`src/rtl/regbus_pkg.sv`:
```
// rtl/regbus_pkg.sv - shared types and constants for the register-bus initiator
// Contents: state encoding, full-strobe constant, default timeout limit.
package regbus_pkg;

    typedef enum logic [1:0] {
        ST_IDLE = 2'd0,
        ST_WAIT = 2'd1,
        ST_RESP = 2'd2
    } state_e;

    localparam logic [3:0] STRB_FULL          = 4'b1111;
    localparam int         TIMEOUT_CYCLES_DEF = 16;

endpackage

```
`src/rtl/regbus_initiator_if.sv`:
```
// rtl/regbus_initiator_if.sv - command/response and peripheral bus bundle
// Ports (signals):
//   command side : cmd_valid, cmd_ready, cmd_write, cmd_addr, cmd_wdata, cmd_wstrb
//   response side: rsp_valid, rsp_ready, rsp_rdata, rsp_err
//   peripheral   : reg_we, reg_re, reg_addr, reg_di, reg_do, ready
// Modports: master = initiator view, slave = environment (requester + peripheral) view.
interface regbus_initiator_if #(
    parameter int ADDR_W = 4
);
    logic              cmd_valid;
    logic              cmd_ready;
    logic              cmd_write;
    logic [ADDR_W-1:0] cmd_addr;
    logic [31:0]       cmd_wdata;
    logic [3:0]        cmd_wstrb;

    logic              rsp_valid;
    logic              rsp_ready;
    logic [31:0]       rsp_rdata;
    logic              rsp_err;

    logic [3:0]        reg_we;
    logic [3:0]        reg_re;
    logic [ADDR_W-1:0] reg_addr;
    logic [31:0]       reg_di;
    logic [31:0]       reg_do;
    logic              ready;

    modport master (
        input  cmd_valid, cmd_write, cmd_addr, cmd_wdata, cmd_wstrb,
        input  rsp_ready, reg_do, ready,
        output cmd_ready, rsp_valid, rsp_rdata, rsp_err,
        output reg_we, reg_re, reg_addr, reg_di
    );

    modport slave (
        output cmd_valid, cmd_write, cmd_addr, cmd_wdata, cmd_wstrb,
        output rsp_ready, reg_do, ready,
        input  cmd_ready, rsp_valid, rsp_rdata, rsp_err,
        input  reg_we, reg_re, reg_addr, reg_di
    );

endinterface

```
`src/rtl/regbus_timeout.sv`:
```
// rtl/regbus_timeout.sv - wait-cycle counter for the register-bus initiator
// Ports: clk, reset (async, active-high), load_i (clear count), en_i (count this
//        cycle), expired_o (high during the LIMIT-th counted cycle).
module regbus_timeout
    import regbus_pkg::*;
#(
    parameter int LIMIT = TIMEOUT_CYCLES_DEF
) (
    input  logic clk,
    input  logic reset,
    input  logic load_i,
    input  logic en_i,
    output logic expired_o
);

    logic [15:0] count_q, count_d;

    always_comb begin
        count_d = count_q;
        if (load_i) begin
            count_d = '0;
        end else if (en_i) begin
            count_d = count_q + 16'd1;
        end
    end

    always_ff @(posedge clk or posedge reset) begin
        if (reset) begin
            count_q <= '0;
        end else begin
            count_q <= count_d;
        end
    end

    // count_q holds the number of waiting cycles already completed, so the
    // current cycle is the last allowed one when it equals LIMIT-1.
    assign expired_o = en_i && (count_q == 16'(LIMIT - 1));

endmodule

```
`src/rtl/regbus_initiator.sv`:
```
// rtl/regbus_initiator.sv - single-outstanding register-bus initiator (IDLE/WAIT/RESP)
// Ports: clk, reset (async, active-high), bus (regbus_initiator_if.master).
// Optional feature: REGBUS_TIMEOUT_EN adds a WAIT timeout that answers with rsp_err=1.
module regbus_initiator
    import regbus_pkg::*;
#(
    parameter int ADDR_W         = 4,
    parameter int TIMEOUT_CYCLES = TIMEOUT_CYCLES_DEF
) (
    input  logic                clk,
    input  logic                reset,
    regbus_initiator_if.master  bus
);

    if (TIMEOUT_CYCLES < 1 || TIMEOUT_CYCLES > 65535) begin : g_bad_timeout
        $error("TIMEOUT_CYCLES out of range 1..65535");
    end

    state_e            state_q, state_d;
    logic              cmd_ready_q, cmd_ready_d;
    logic              rsp_valid_q, rsp_valid_d;
    logic [31:0]       rsp_rdata_q, rsp_rdata_d;
    logic [3:0]        reg_we_q, reg_we_d;
    logic [3:0]        reg_re_q, reg_re_d;
    logic [ADDR_W-1:0] reg_addr_q, reg_addr_d;
    logic [31:0]       reg_di_q, reg_di_d;
    logic              accept;
    logic              tmo_expired;

    // cmd_ready is registered so it stays low during reset and for the first
    // cycle after release; the accept term therefore also needs cmd_ready_q.
    assign accept = (state_q == ST_IDLE) && cmd_ready_q && bus.cmd_valid;

`ifdef REGBUS_TIMEOUT_EN
    logic rsp_err_q, rsp_err_d;

    regbus_timeout #(
        .LIMIT(TIMEOUT_CYCLES)
    ) u_timeout (
        .clk       (clk),
        .reset     (reset),
        .load_i    (accept),
        .en_i      (state_q == ST_WAIT),
        .expired_o (tmo_expired)
    );

    always_ff @(posedge clk or posedge reset) begin
        if (reset) begin
            rsp_err_q <= 1'b0;
        end else begin
            rsp_err_q <= rsp_err_d;
        end
    end

    assign bus.rsp_err = rsp_err_q;
`else
    assign tmo_expired = 1'b0;
    assign bus.rsp_err = 1'b0;
`endif

    // State and output registers
    always_ff @(posedge clk or posedge reset) begin
        if (reset) begin
            state_q     <= ST_IDLE;
            cmd_ready_q <= 1'b0;
            rsp_valid_q <= 1'b0;
            rsp_rdata_q <= '0;
            reg_we_q    <= '0;
            reg_re_q    <= '0;
            reg_addr_q  <= '0;
            reg_di_q    <= '0;
        end else begin
            state_q     <= state_d;
            cmd_ready_q <= cmd_ready_d;
            rsp_valid_q <= rsp_valid_d;
            rsp_rdata_q <= rsp_rdata_d;
            reg_we_q    <= reg_we_d;
            reg_re_q    <= reg_re_d;
            reg_addr_q  <= reg_addr_d;
            reg_di_q    <= reg_di_d;
        end
    end

    // Next-state logic; ready only matters in WAIT
    always_comb begin
        state_d = state_q;
        case (state_q)
            ST_IDLE: if (accept) state_d = ST_WAIT;
            ST_WAIT: if (bus.ready || tmo_expired) state_d = ST_RESP;
            ST_RESP: if (bus.rsp_ready) state_d = ST_IDLE;
            default: state_d = ST_IDLE;
        endcase
    end

    // Output next-values; everything holds unless the current state updates it
    always_comb begin
        cmd_ready_d = (state_d == ST_IDLE);
        rsp_valid_d = (state_d == ST_RESP);
        rsp_rdata_d = rsp_rdata_q;
        reg_we_d    = reg_we_q;
        reg_re_d    = reg_re_q;
        reg_addr_d  = reg_addr_q;
        reg_di_d    = reg_di_q;
`ifdef REGBUS_TIMEOUT_EN
        rsp_err_d   = rsp_err_q;
`endif
        case (state_q)
            ST_IDLE: begin
                if (accept) begin
                    reg_addr_d = bus.cmd_addr;
                    reg_di_d   = bus.cmd_wdata;
                    if (bus.cmd_write) begin
                        // An empty strobe mask means a full-word write
                        reg_we_d = (bus.cmd_wstrb == 4'b0000) ? STRB_FULL : bus.cmd_wstrb;
                        reg_re_d = 4'b0000;
                    end else begin
                        reg_we_d = 4'b0000;
                        reg_re_d = STRB_FULL;
                    end
                end
            end
            ST_WAIT: begin
                // Completion wins over a timeout landing in the same cycle
                if (bus.ready) begin
                    rsp_rdata_d = (reg_re_q != 4'b0000) ? bus.reg_do : 32'd0;
                    reg_we_d    = 4'b0000;
                    reg_re_d    = 4'b0000;
`ifdef REGBUS_TIMEOUT_EN
                    rsp_err_d   = 1'b0;
`endif
                end else if (tmo_expired) begin
                    rsp_rdata_d = 32'd0;
                    reg_we_d    = 4'b0000;
                    reg_re_d    = 4'b0000;
`ifdef REGBUS_TIMEOUT_EN
                    rsp_err_d   = 1'b1;
`endif
                end
            end
            default: ;
        endcase
    end

    assign bus.cmd_ready = cmd_ready_q;
    assign bus.rsp_valid = rsp_valid_q;
    assign bus.rsp_rdata = rsp_rdata_q;
    assign bus.reg_we    = reg_we_q;
    assign bus.reg_re    = reg_re_q;
    assign bus.reg_addr  = reg_addr_q;
    assign bus.reg_di    = reg_di_q;

endmodule

```
`src/flat_wrapper.sv`:
```
// flat-port wrapper written by rule: the top's interface ports become plain ports
module regbus_initiator_flat import regbus_pkg::*;
#(
    parameter int ADDR_W         = 4,
    parameter int TIMEOUT_CYCLES = TIMEOUT_CYCLES_DEF
)
  (clk, reset, bus_cmd_valid, bus_cmd_write, bus_cmd_addr, bus_cmd_wdata, bus_cmd_wstrb, bus_rsp_ready, bus_reg_do, bus_ready, bus_cmd_ready, bus_rsp_valid, bus_rsp_rdata, bus_rsp_err, bus_reg_we, bus_reg_re, bus_reg_addr, bus_reg_di);
  regbus_initiator_if #(.ADDR_W(ADDR_W)) bus_i ();
  input  logic clk;
  input  logic reset;
  input wire logic [$bits(bus_i.cmd_valid)-1:0] bus_cmd_valid;
  input wire logic [$bits(bus_i.cmd_write)-1:0] bus_cmd_write;
  input wire logic [$bits(bus_i.cmd_addr)-1:0] bus_cmd_addr;
  input wire logic [$bits(bus_i.cmd_wdata)-1:0] bus_cmd_wdata;
  input wire logic [$bits(bus_i.cmd_wstrb)-1:0] bus_cmd_wstrb;
  input wire logic [$bits(bus_i.rsp_ready)-1:0] bus_rsp_ready;
  input wire logic [$bits(bus_i.reg_do)-1:0] bus_reg_do;
  input wire logic [$bits(bus_i.ready)-1:0] bus_ready;
  output wire logic [$bits(bus_i.cmd_ready)-1:0] bus_cmd_ready;
  output wire logic [$bits(bus_i.rsp_valid)-1:0] bus_rsp_valid;
  output wire logic [$bits(bus_i.rsp_rdata)-1:0] bus_rsp_rdata;
  output wire logic [$bits(bus_i.rsp_err)-1:0] bus_rsp_err;
  output wire logic [$bits(bus_i.reg_we)-1:0] bus_reg_we;
  output wire logic [$bits(bus_i.reg_re)-1:0] bus_reg_re;
  output wire logic [$bits(bus_i.reg_addr)-1:0] bus_reg_addr;
  output wire logic [$bits(bus_i.reg_di)-1:0] bus_reg_di;
  assign bus_i.cmd_valid = bus_cmd_valid;
  assign bus_i.cmd_write = bus_cmd_write;
  assign bus_i.cmd_addr = bus_cmd_addr;
  assign bus_i.cmd_wdata = bus_cmd_wdata;
  assign bus_i.cmd_wstrb = bus_cmd_wstrb;
  assign bus_i.rsp_ready = bus_rsp_ready;
  assign bus_i.reg_do = bus_reg_do;
  assign bus_i.ready = bus_ready;
  assign bus_cmd_ready = bus_i.cmd_ready;
  assign bus_rsp_valid = bus_i.rsp_valid;
  assign bus_rsp_rdata = bus_i.rsp_rdata;
  assign bus_rsp_err = bus_i.rsp_err;
  assign bus_reg_we = bus_i.reg_we;
  assign bus_reg_re = bus_i.reg_re;
  assign bus_reg_addr = bus_i.reg_addr;
  assign bus_reg_di = bus_i.reg_di;
  regbus_initiator #(.ADDR_W(ADDR_W), .TIMEOUT_CYCLES(TIMEOUT_CYCLES)) u_core (.clk(clk), .reset(reset), .bus(bus_i));
endmodule
```
`config.mk`:
```
export PLATFORM = sky130hd
export DESIGN_NAME = regbus_initiator_flat
export DESIGN_NICKNAME = d
export VERILOG_FILES = /design/src/rtl/regbus_pkg.sv /design/src/rtl/regbus_initiator_if.sv /design/src/rtl/regbus_timeout.sv /design/src/rtl/regbus_initiator.sv /design/src/flat_wrapper.sv
export SDC_FILE = /design/constraint.sdc
export NUM_CORES = 1
export LEC_CHECK = 0
export CAP_MARGIN = 20
export CELL_PAD_IN_SITES_DETAIL_PLACEMENT = 0
export CELL_PAD_IN_SITES_GLOBAL_PLACEMENT = 1
export CORE_ASPECT_RATIO = 0.7
export CORE_MARGIN = 2
export CORE_UTILIZATION = 40
export CTS_BUF_LIST = sky130_fd_sc_hd__clkbuf_4 sky130_fd_sc_hd__clkbuf_8
export CTS_CLUSTER_SIZE = 14
export DETAILED_ROUTE_END_ITERATION = 12
export DONT_BUFFER_PORTS = 1
export HOLD_SLACK_MARGIN = 0.03
export PLACE_DENSITY_LB_ADDON = 0.08
export REMOVE_ABC_BUFFERS = 1
export SLEW_MARGIN = 20
export SYNTH_ARGS = -nofsm -noshare
export SYNTH_HDL_FRONTEND = slang
export SYNTH_SLANG_ARGS = --single-unit
```
`constraint.sdc`:
```
create_clock -name clk -period 2.3 [get_ports clk]
set_input_delay 0.23 -clock clk [delete_from_list [all_inputs] [get_ports clk]]
set_output_delay 0.23 -clock clk [all_outputs]
set_load 0.01 [all_outputs]
```
==> results of run 1 <==
[cell usage in the layout, fill, tap and decap left out, types with 2 or more instances in the layout]
cell / instances
o21ai_1: 20
clkinv_2: 2
a21o_1: 3
nand2_1: 64
o2bb2ai_1: 4
o21ai_0: 12
bufinv_16: 2
buf_12: 4
nor2_1: 4
clkbuf_8: 9
clkinv_4: 2
dlygate4sd3_1: 73
inv_1: 2
mux2_4: 36
dfrtp_1: 77
[critical path, cell delays in order (launching register included)]
cell and delay, ns:
dfrtp_1 0.41, and4bb_2 0.55, a21oi_2 0.12, o2bb2ai_1 0.14, dlygate4sd3_1 0.55
[path summary, 6_finish.rpt]
kind,start,endpoint,slack [ns],depth (start not counted)
setup / recovery,u_core.state_q[1],u_core.bus.reg_we[2],0.41,4
hold / removal,bus_cmd_wstrb[1],u_core.bus.reg_we[1],0.07,2
setup reg to reg,u_core.state_q[1],u_core.bus.reg_we[2],0.41,4
hold reg to reg,u_core.bus.rsp_rdata[3],u_core.bus.rsp_rdata[3],0.55,2
max in group asynchronous,reset,u_core.bus.reg_addr[2],1.22,3
min in group asynchronous,reset,u_core.bus.reg_di[18],0.42,2
[Yosys cell counts, drive strengths merged]
library cell	number	share of area, %
nor4	1	0.20
dfrtp	77	61
nor3	1	0.16
mux2	36	17
nand3b	1	0.24
a21o	3	0.72
buf	10	2.9
nand2	65	7.8
a22o	1	0.28
nor2b	1	0.20
nor3b	1	0.24
and4bb	1	0.40
o21ai	32	5.1
conb	1	0.12
nor2	4	0.48
a21oi	1	0.28
clkbuf	9	1.1
inv	3	0.36
o2bb2ai	4	1.1
[cell type report]
type / instances / area, um2
clock buffers: 9 / 124
clock inverters: 7 / 98.8
fillers: 686 / 3540
inverters: 3 / 12.5
multi-input cells: 153 / 1090
flip-flops and latches: 77 / 1930
well taps: 101 / 126
repair buffers: 78 / 818
[per-layer routing]
metal | up-vias | share of wire [%] | track usage, % | wire length (um)
met2 | 80 | 47 | 25.6 | 3250
met1 | 957 | 43 | 21.5 | 2960
met4 | 0 | 0.74 | 5.32 | 51
li1 | 969 | - | - | -
met5 | - | 0 | 0 | 0
met3 | 5 | 9.5 | 7.72 | 654
[power by group]
| part | switching [W] | internal [W] | total [W] | leakage [nW] |
|---|---|---|---|---|
| combinational | 0.000622 | 0.000920 | 0.00154 | 0.804 |
| sequential | 0.000826 | 0.00202 | 0.00285 | 0.972 |
| clock | 0.000508 | 0.000616 | 0.00112 | 0.110 |
[stage by stage]
stage | hold WS, ns | total power (W)
after floorplan | 0.347 | 0.00391
after global placement | 0.246 | 0.00428
after detailed placement | 0.250 | 0.00432
after CTS | 0.0308 | 0.00560
after global routing | 0.0306 | 0.00589
final | 0.0674 | 0.00551
[state kept, by name (all words and copies together), names as in the netlist]
signal                flops
u_core.state_q            2
u_core.bus.cmd_ready      1
u_core.bus.reg_addr       4
u_core.bus.reg_di        32
u_core.bus.reg_re         1
u_core.bus.rsp_rdata     32
u_core.bus.reg_we         4
u_core.bus.rsp_valid      1
[cells by family (layout without fill, tap and decap cells)]
logic type | after synthesis | count (layout) | share of synthesized area [%]
AOI/OAI and AO/OA | 41 | 41 | 7.47
buffers and inverters | 22 | 97 | 4.33
muxes | 36 | 36 | 17.2
DFF | 77 | 77 | 61.2
other | 1 | 1 | 0.119
and+or+nand+nor | 75 | 75 | 9.73
==> results.yml, run 1 <==
logic_synthesis:
  synth_cell_types: 23
  ys_seq_area_share_pct: 61.2
  synthCells: 252
  ys_warn_count: 0
  syn_area_um2: 3150
  synth_area_per_cell_um2: 12.5
  synth_seq_cells: 77
layout:
  final_util_pct: 54.2
  fin_area_um2: 4190
  area_growth_pct: 33.1
  nets: 400
  layout-drive-gt1-share_pct: 18.7
  instances_no_fill: 428
  n_antenna_cell: 0
floorplan:
  rows: 27
  die_area_um2: 8610
  io_pins: 157
  core_um2: 7740
  die_h_um: 78.2
  die_w_um: 110
  start_util_pct: 40.7
setup_path:
  crit_fanout: 10
  worst-setup-path-type: "reg2reg"
  cp-start-kind: "flip-flop"
  cp.arrival_ns: 2.12
  endpoint_kind: "flip-flop"
  required_ns: 2.53
grt:
  grt_pass1_wl_um: 10900
  grt_pass1_vias: 2146
  overflow: 0
  grt.total_usage_pct: 16.9
  grt_antenna_before_repair: 0
  grt_start_max_net_pins: 65
cts:
  hold_buffers: 73
  clk_latency_ns: 0.35
  path_clk_slew_ns: 0.08
  cts_resized: 0
  cts_root_buf: "clkbuf_8"
  cts_made_buffers: 9
  cts_tree: "yes"
  cts_max_path_buffers: 2
  clkSinkCount: 77
  postCtsSetupRepairBufs: 0
  h-tree-depth: 3
power_and_ir_drop:
  p_leak_nw: 1.88
  vdd_drop_max_uv: 693
  p_per_area_nw_per_um2: 1310
route:
  wl_per_cell_um: 16.2
  viasPerCell: 4.70
  first_iter_violations: 77
  dr.pass1.iters: 3
  drtAntennaViolNets: 0
  drc: 0
  vias: 2011
  routed_wl_um: 6910
sta:
  rsz0062_at_grt: "false"
  hold_viol_final: 0
  fin_crit_sh_pct: 82.3
  setup_tns_ns: 0
  max_freq_ghz: 0.528
  period_needed_ns: 1.89
  fin_ws_ns: 0.407
  slew_violations: 0
  max_slew_margin_pct: 52.6
  finalSetupViolCount: 0
  clock_skew_ns: 0.00600
  worst_pin_slew_ns: 0.710
place:
  placed_area_um2: 3240
  dp.cells: 339
  dp_slack_ns: 0.660
  gp_congestion: 0.682
  post-dp-hpwl_um: 4380
  portBuffers: 0
worst_hold_path:
  hp-class: "in2reg"
run_status:
  status: "finished clean"
flow_run:
  maxCapViolations: 0
Power figures use the tool's default switching activity.
==> run 2: changes to the inputs <==
clock period = 1.5 ns   (was 2.3 ns; I/O delays follow)
==> run 2 against run 1 <==
Net effect:
- final area rose by 0.48%
- via count rose by 1.4%
- utilization rose by 0.26 points
- worst hold slack got worse by 0.0054 ns
- die area did not move
- fmax rose by 30%
- clock skew rose by 0.0061 ns
- non-clock buffer count rose by 5
- sequential share of layout area fell by 0.22 points
- worst setup slack got worse by 0.37 ns
- critical path type unchanged
- highest routed layer unchanged
==> results.yml, run 2 (same netlist as run 1, synthesis figures left out) <==
run_status:
  status: "finished clean"
sta:
  fin_crit_sh_pct: 97.2
  fin_ws_ns: 0.0420
  worst_pin_slew_ns: 0.550
  hold_viol_final: 0
  finalSetupViolCount: 0
  hold_slack_ns: 0.0620
  max_freq_ghz: 0.686
  rsz0062_at_grt: "true"
  max_slew_margin_pct: 63.0
  period_needed_ns: 1.46
  setup_tns_ns: 0
  slew_violations: 0
  clock_skew_ns: 0.0121
route:
  drtAntennaViolNets: 0
  first_iter_violations: 143
  drc: 0
  routed_wl_um: 7090
  viasPerCell: 4.70
  wl_per_cell_um: 16.3
  dr.pass1.iters: 4
  vias: 2039
cts:
  clk_latency_ns: 0.33
  cts_tree: "yes"
  cts_root_buf: "clkbuf_8"
  cts_max_path_buffers: 2
  clkSinkCount: 77
  path_clk_slew_ns: 0.08
  cts_made_buffers: 9
  h-tree-depth: 3
  cts_resized: 0
setup_path:
  cp_num_cells: 3
  endpoint_kind: "flip-flop"
  required_ns: 1.72
  crit_chain: "and4bb_2 > buf_12 > mux2_4"
  crit_fanout: 30
  cp.arrival_ns: 1.67
  cpPeakStageDelay_ns: 0.40
  slowest_stage: "dfrtp_1"
  worst-setup-path-type: "reg2reg"
  crit_buf_inv: 1
  rr_worst_depth: 3
  cp-start-kind: "flip-flop"
  critical_path.top_delay_family: "flip-flops"
layout:
  seqCellArea_um2: 1930
  fin_area_um2: 4210
  multi_input_area_um2: 1090
  layout-drive-gt1-share_pct: 19.0
  layout_commonest_cell: "dfrtp_1"
  fillers: 673
  final_cell_mix: "77 x dfrtp_1, 76 x dlygate4sd3_1, 64 x nand2_1"
  final_util_pct: 54.5
  area_growth_pct: 33.8
  nets: 405
place:
  portBuffers: 0
  gp_congestion: 0.690
  dp_slack_ns: 0.0599
  post-dp-hpwl_um: 4220
  placed_area_um2: 3250
power_and_ir_drop:
  p_leak_nw: 1.90
  vdd_drop_max_uv: 730
  p_per_area_nw_per_um2: 1970
worst_hold_path:
  holdPathStages: 3
  hp-class: "in2reg"
floorplan:
  rows: 27
  io_pins: 157
  core_um2: 7740
  start_util_pct: 40.7
  die_h_um: 78.2
  die_area_um2: 8610
  die_w_um: 110
grt:
  grt_pass1_vias: 2172
  grt_start_max_net_pins: 65
  overflow: 0
  grt_pass1_wl_um: 11300
  grt_antenna_before_repair: 1
  grt.total_usage_pct: 17.1
flow_run:
  maxCapViolations: 0
run 2: layout make-up:
| cell class | count | area share (%) |
|---|---|---|
| clock inverters | 4 | 1.16 |
| diodes | 1 | 0.0594 |
| clock buffers | 12 | 3.47 |
| multi-input cells | 153 | 25.8 |
| flip-flops and latches | 77 | 45.7 |
| inverters | 3 | 0.297 |
| well taps | 101 | 3.00 |
| repair buffers | 83 | 20.5 |
run 2: routing by layer:
| metal | GRT usage, % | vias to the layer above | part of all wire (%) |
|---|---|---|---|
| met5 | 0 | - | 0 |
| met4 | 4.18 | 0 | 0.65 |
| met3 | 6.64 | 5 | 9.2 |
| met2 | 27.7 | 83 | 48 |
| met1 | 21.6 | 968 | 42 |
| li1 | - | 983 | - |
run 2: final timing paths:
path / endpoint / slack [ns] / from
worst max-delay path: u_core.bus.reg_di[20] / 0.04 / u_core.state_q[1]
worst min-delay path: u_core.bus.reg_we[3] / 0.06 / bus_cmd_wstrb[2]
worst max register to register: u_core.bus.reg_di[20] / 0.04 / u_core.state_q[1]
worst min register to register: u_core.bus.rsp_rdata[0] / 0.55 / u_core.bus.rsp_rdata[0]
max in group asynchronous: u_core.bus.rsp_rdata[19] / 0.74 / reset
min in group asynchronous: u_core.bus.reg_di[30] / 0.31 / reset
run 2: per-stage QoR:
step,power (W),cells
2_1_floorplan,0.00600,233
3_3_place_gp,0.00658,341
3_5_place_dp,0.00662,341
4_1_cts,0.00838,433
6_report,0.00828,434
5_1_grt,0.00886,434
run 2: power by group:
part	leakage [nW]	internal (W)	switching [W]
Sequential	0.972	0.00310	0.00122
Clock	0.105	0.000824	0.000730
Combinational	0.826	0.00142	0.000986
run 2: worst reg2reg max path, cell delays in order (launching register included):
cell      delay (ns)
dfrtp_1         0.40
and4bb_2        0.35
buf_12          0.25
mux2_4          0.34
run 2: timing repair:
item	in CTS	in global routing
hold endpoints to repair	154	0
setup endpoints to repair	0	5
setup buffers	0	0
hold buffers	76	0
==> run 3: changes to the inputs <==
CTS_BUF_LIST = not set   (was sky130_fd_sc_hd__clkbuf_4 sky130_fd_sc_hd__clkbuf_8)
GPL_TIMING_DRIVEN = 0   (was not set)
==> run 3 against run 2 <==
Net effect:
- the flow now finishes with violations (negative setup slack)
- global-route usage up 0.42 points
- register-to-register slack got worse by 0.07 ns
- fmax is 4.5% lower
- sequential share of layout area shrank 1.5 points
- flip-flop and latch count stayed put
- clock-buffer cell count shrank 1
- via count up 3.3%
- combinational power is 12% higher
- largest cell class unchanged
==> results.yml, run 3 (same netlist as run 1, synthesis figures left out) <==
run_status:
  status: "complete, but fails checks"
  violations: "negative setup slack"
worst_hold_path:
  hp-class: "in2reg"
route:
  drc: 0
  first_iter_violations: 117
  drtAntennaViolNets: 0
  viasPerCell: 4.78
  wl_per_cell_um: 17.0
  vias: 2106
  dr.pass1.iters: 4
  routed_wl_um: 7490
setup_path:
  endpoint_kind: "flip-flop"
  crit_fanout: 17
  worst-setup-path-type: "reg2reg"
  r2r_setup_slack_ns: -0.03
  cp-start-kind: "flip-flop"
  cp.arrival_ns: 1.75
  required_ns: 1.73
layout:
  fin_area_um2: 4360
  n_antenna_cell: 0
  layout-drive-gt1-share_pct: 20.6
  instances_no_fill: 441
  nets: 413
  area_growth_pct: 38.4
  final_cell_mix: "76 x dlygate4sd3_1, 76 x dfrtp_1, 64 x nand2_1"
cts:
  clkSinkCount: 77
  clk_latency_ns: 0.34
  cts_tree: "yes"
  cts_root_buf: "clkbuf_8"
  path_clk_slew_ns: 0.08
  h-tree-depth: 3
  cts_made_buffers: 9
  cts_max_path_buffers: 2
place:
  placed_area_um2: 3270
  gp_congestion: 0.693
  dp.cells: 340
  post-dp-hpwl_um: 4310
  portBuffers: 0
flow_run:
  maxCapViolations: 0
floorplan:
  die_w_um: 110
  die_h_um: 78.2
  die_area_um2: 8610
  rows: 27
  core_um2: 7740
  io_pins: 157
  start_util_pct: 40.7
sta:
  fin_ws_ns: -0.0265
  fin_crit_sh_pct: 102
  period_needed_ns: 1.53
  rsz0062_at_grt: "true"
  worst_pin_slew_ns: 0.534
  max_freq_ghz: 0.655
  hold_viol_final: 0
  max_slew_margin_pct: 64.1
  slew_violations: 0
  finalSetupViolCount: 22
  clock_skew_ns: 0.0116
grt:
  grt_antenna_before_repair: 0
  grt.total_usage_pct: 17.6
  grt_pass1_wl_um: 11400
  overflow: 0
  grt_pass1_vias: 2209
  grt_start_max_net_pins: 53
power_and_ir_drop:
  total_power_w: 0.00860
  p_leak_nw: 1.97
  p_per_area_nw_per_um2: 1970
  vdd_drop_max_uv: 841
run 3: through the flow:
step	setup slack [ns]	utilization (%)	TNS (ns)	hold WS, ns
floorplan	-0.996	-	-105.35	0.267
global placement	-1.59	40.7	-221.59	0.272
detailed placement	-0.106	42.3	-3.78	0.0314
CTS	-0.0492	55.6	-1.28	0.0313
global route	-0.0777	56.3	-1.88	0.0624
finish	-0.0265	56.3	-0.301	0.0472
run 3: path summary, 6_finish.rpt:
kind	depth (start not counted)	start	to
max reg2reg	3	u_core.state_q[1]	u_core.bus.reg_di[8]
min reg2reg	2	u_core.bus.rsp_rdata[3]	u_core.bus.rsp_rdata[3]
min	3	bus_cmd_wstrb[2]	u_core.bus.reg_we[2]
max	3	u_core.state_q[1]	u_core.bus.reg_di[8]
min in group asynchronous	2	reset	u_core.bus.reg_di[18]
max in group asynchronous	3	reset	u_core.bus.reg_re[2]
run 3: power by group:
group          switching [W]  leakage, nW  internal (W)
sequential           0.00127        0.970       0.00310
combinational        0.00104        0.900       0.00166
clock               0.000747       0.0975      0.000776
run 3: metal layers:
metal,GRT usage [%],routed length [um],up-vias
li1,-,-,999
met1,21.5,3190,1026
met2,28.7,3640,76
met3,7.23,594,5
met4,4.56,60,0
met5,0,0,-
run 3: cell type report:
cell class,instances,area [um2]
Multi-Input combinational cell,153,1090
Sequential cell,77,1930
Clock buffer,11,131
Inverter,3,13.8
Fill cell,655,3380
Clock inverter,5,61.3
Timing Repair Buffer,91,1010
Tap cell,101,126
run 3: worst max-delay path, stage by stage, from the launching register on:
cell       delay [ns]
dfrtp_1          0.40
and4bb_4         0.37
bufbuf_16        0.33
mux2_4           0.31
run 3: timing repair:
item | in CTS | in global routing
endpoints found under the hold margin | 137 | 0
gates resized for setup | 0 | 1
setup buffers | 5 | 1
gates cloned | 1 | 2
hold buffers | 76 | 0
setup endpoints to repair | 44 | 34
pin swaps | 1 | 1
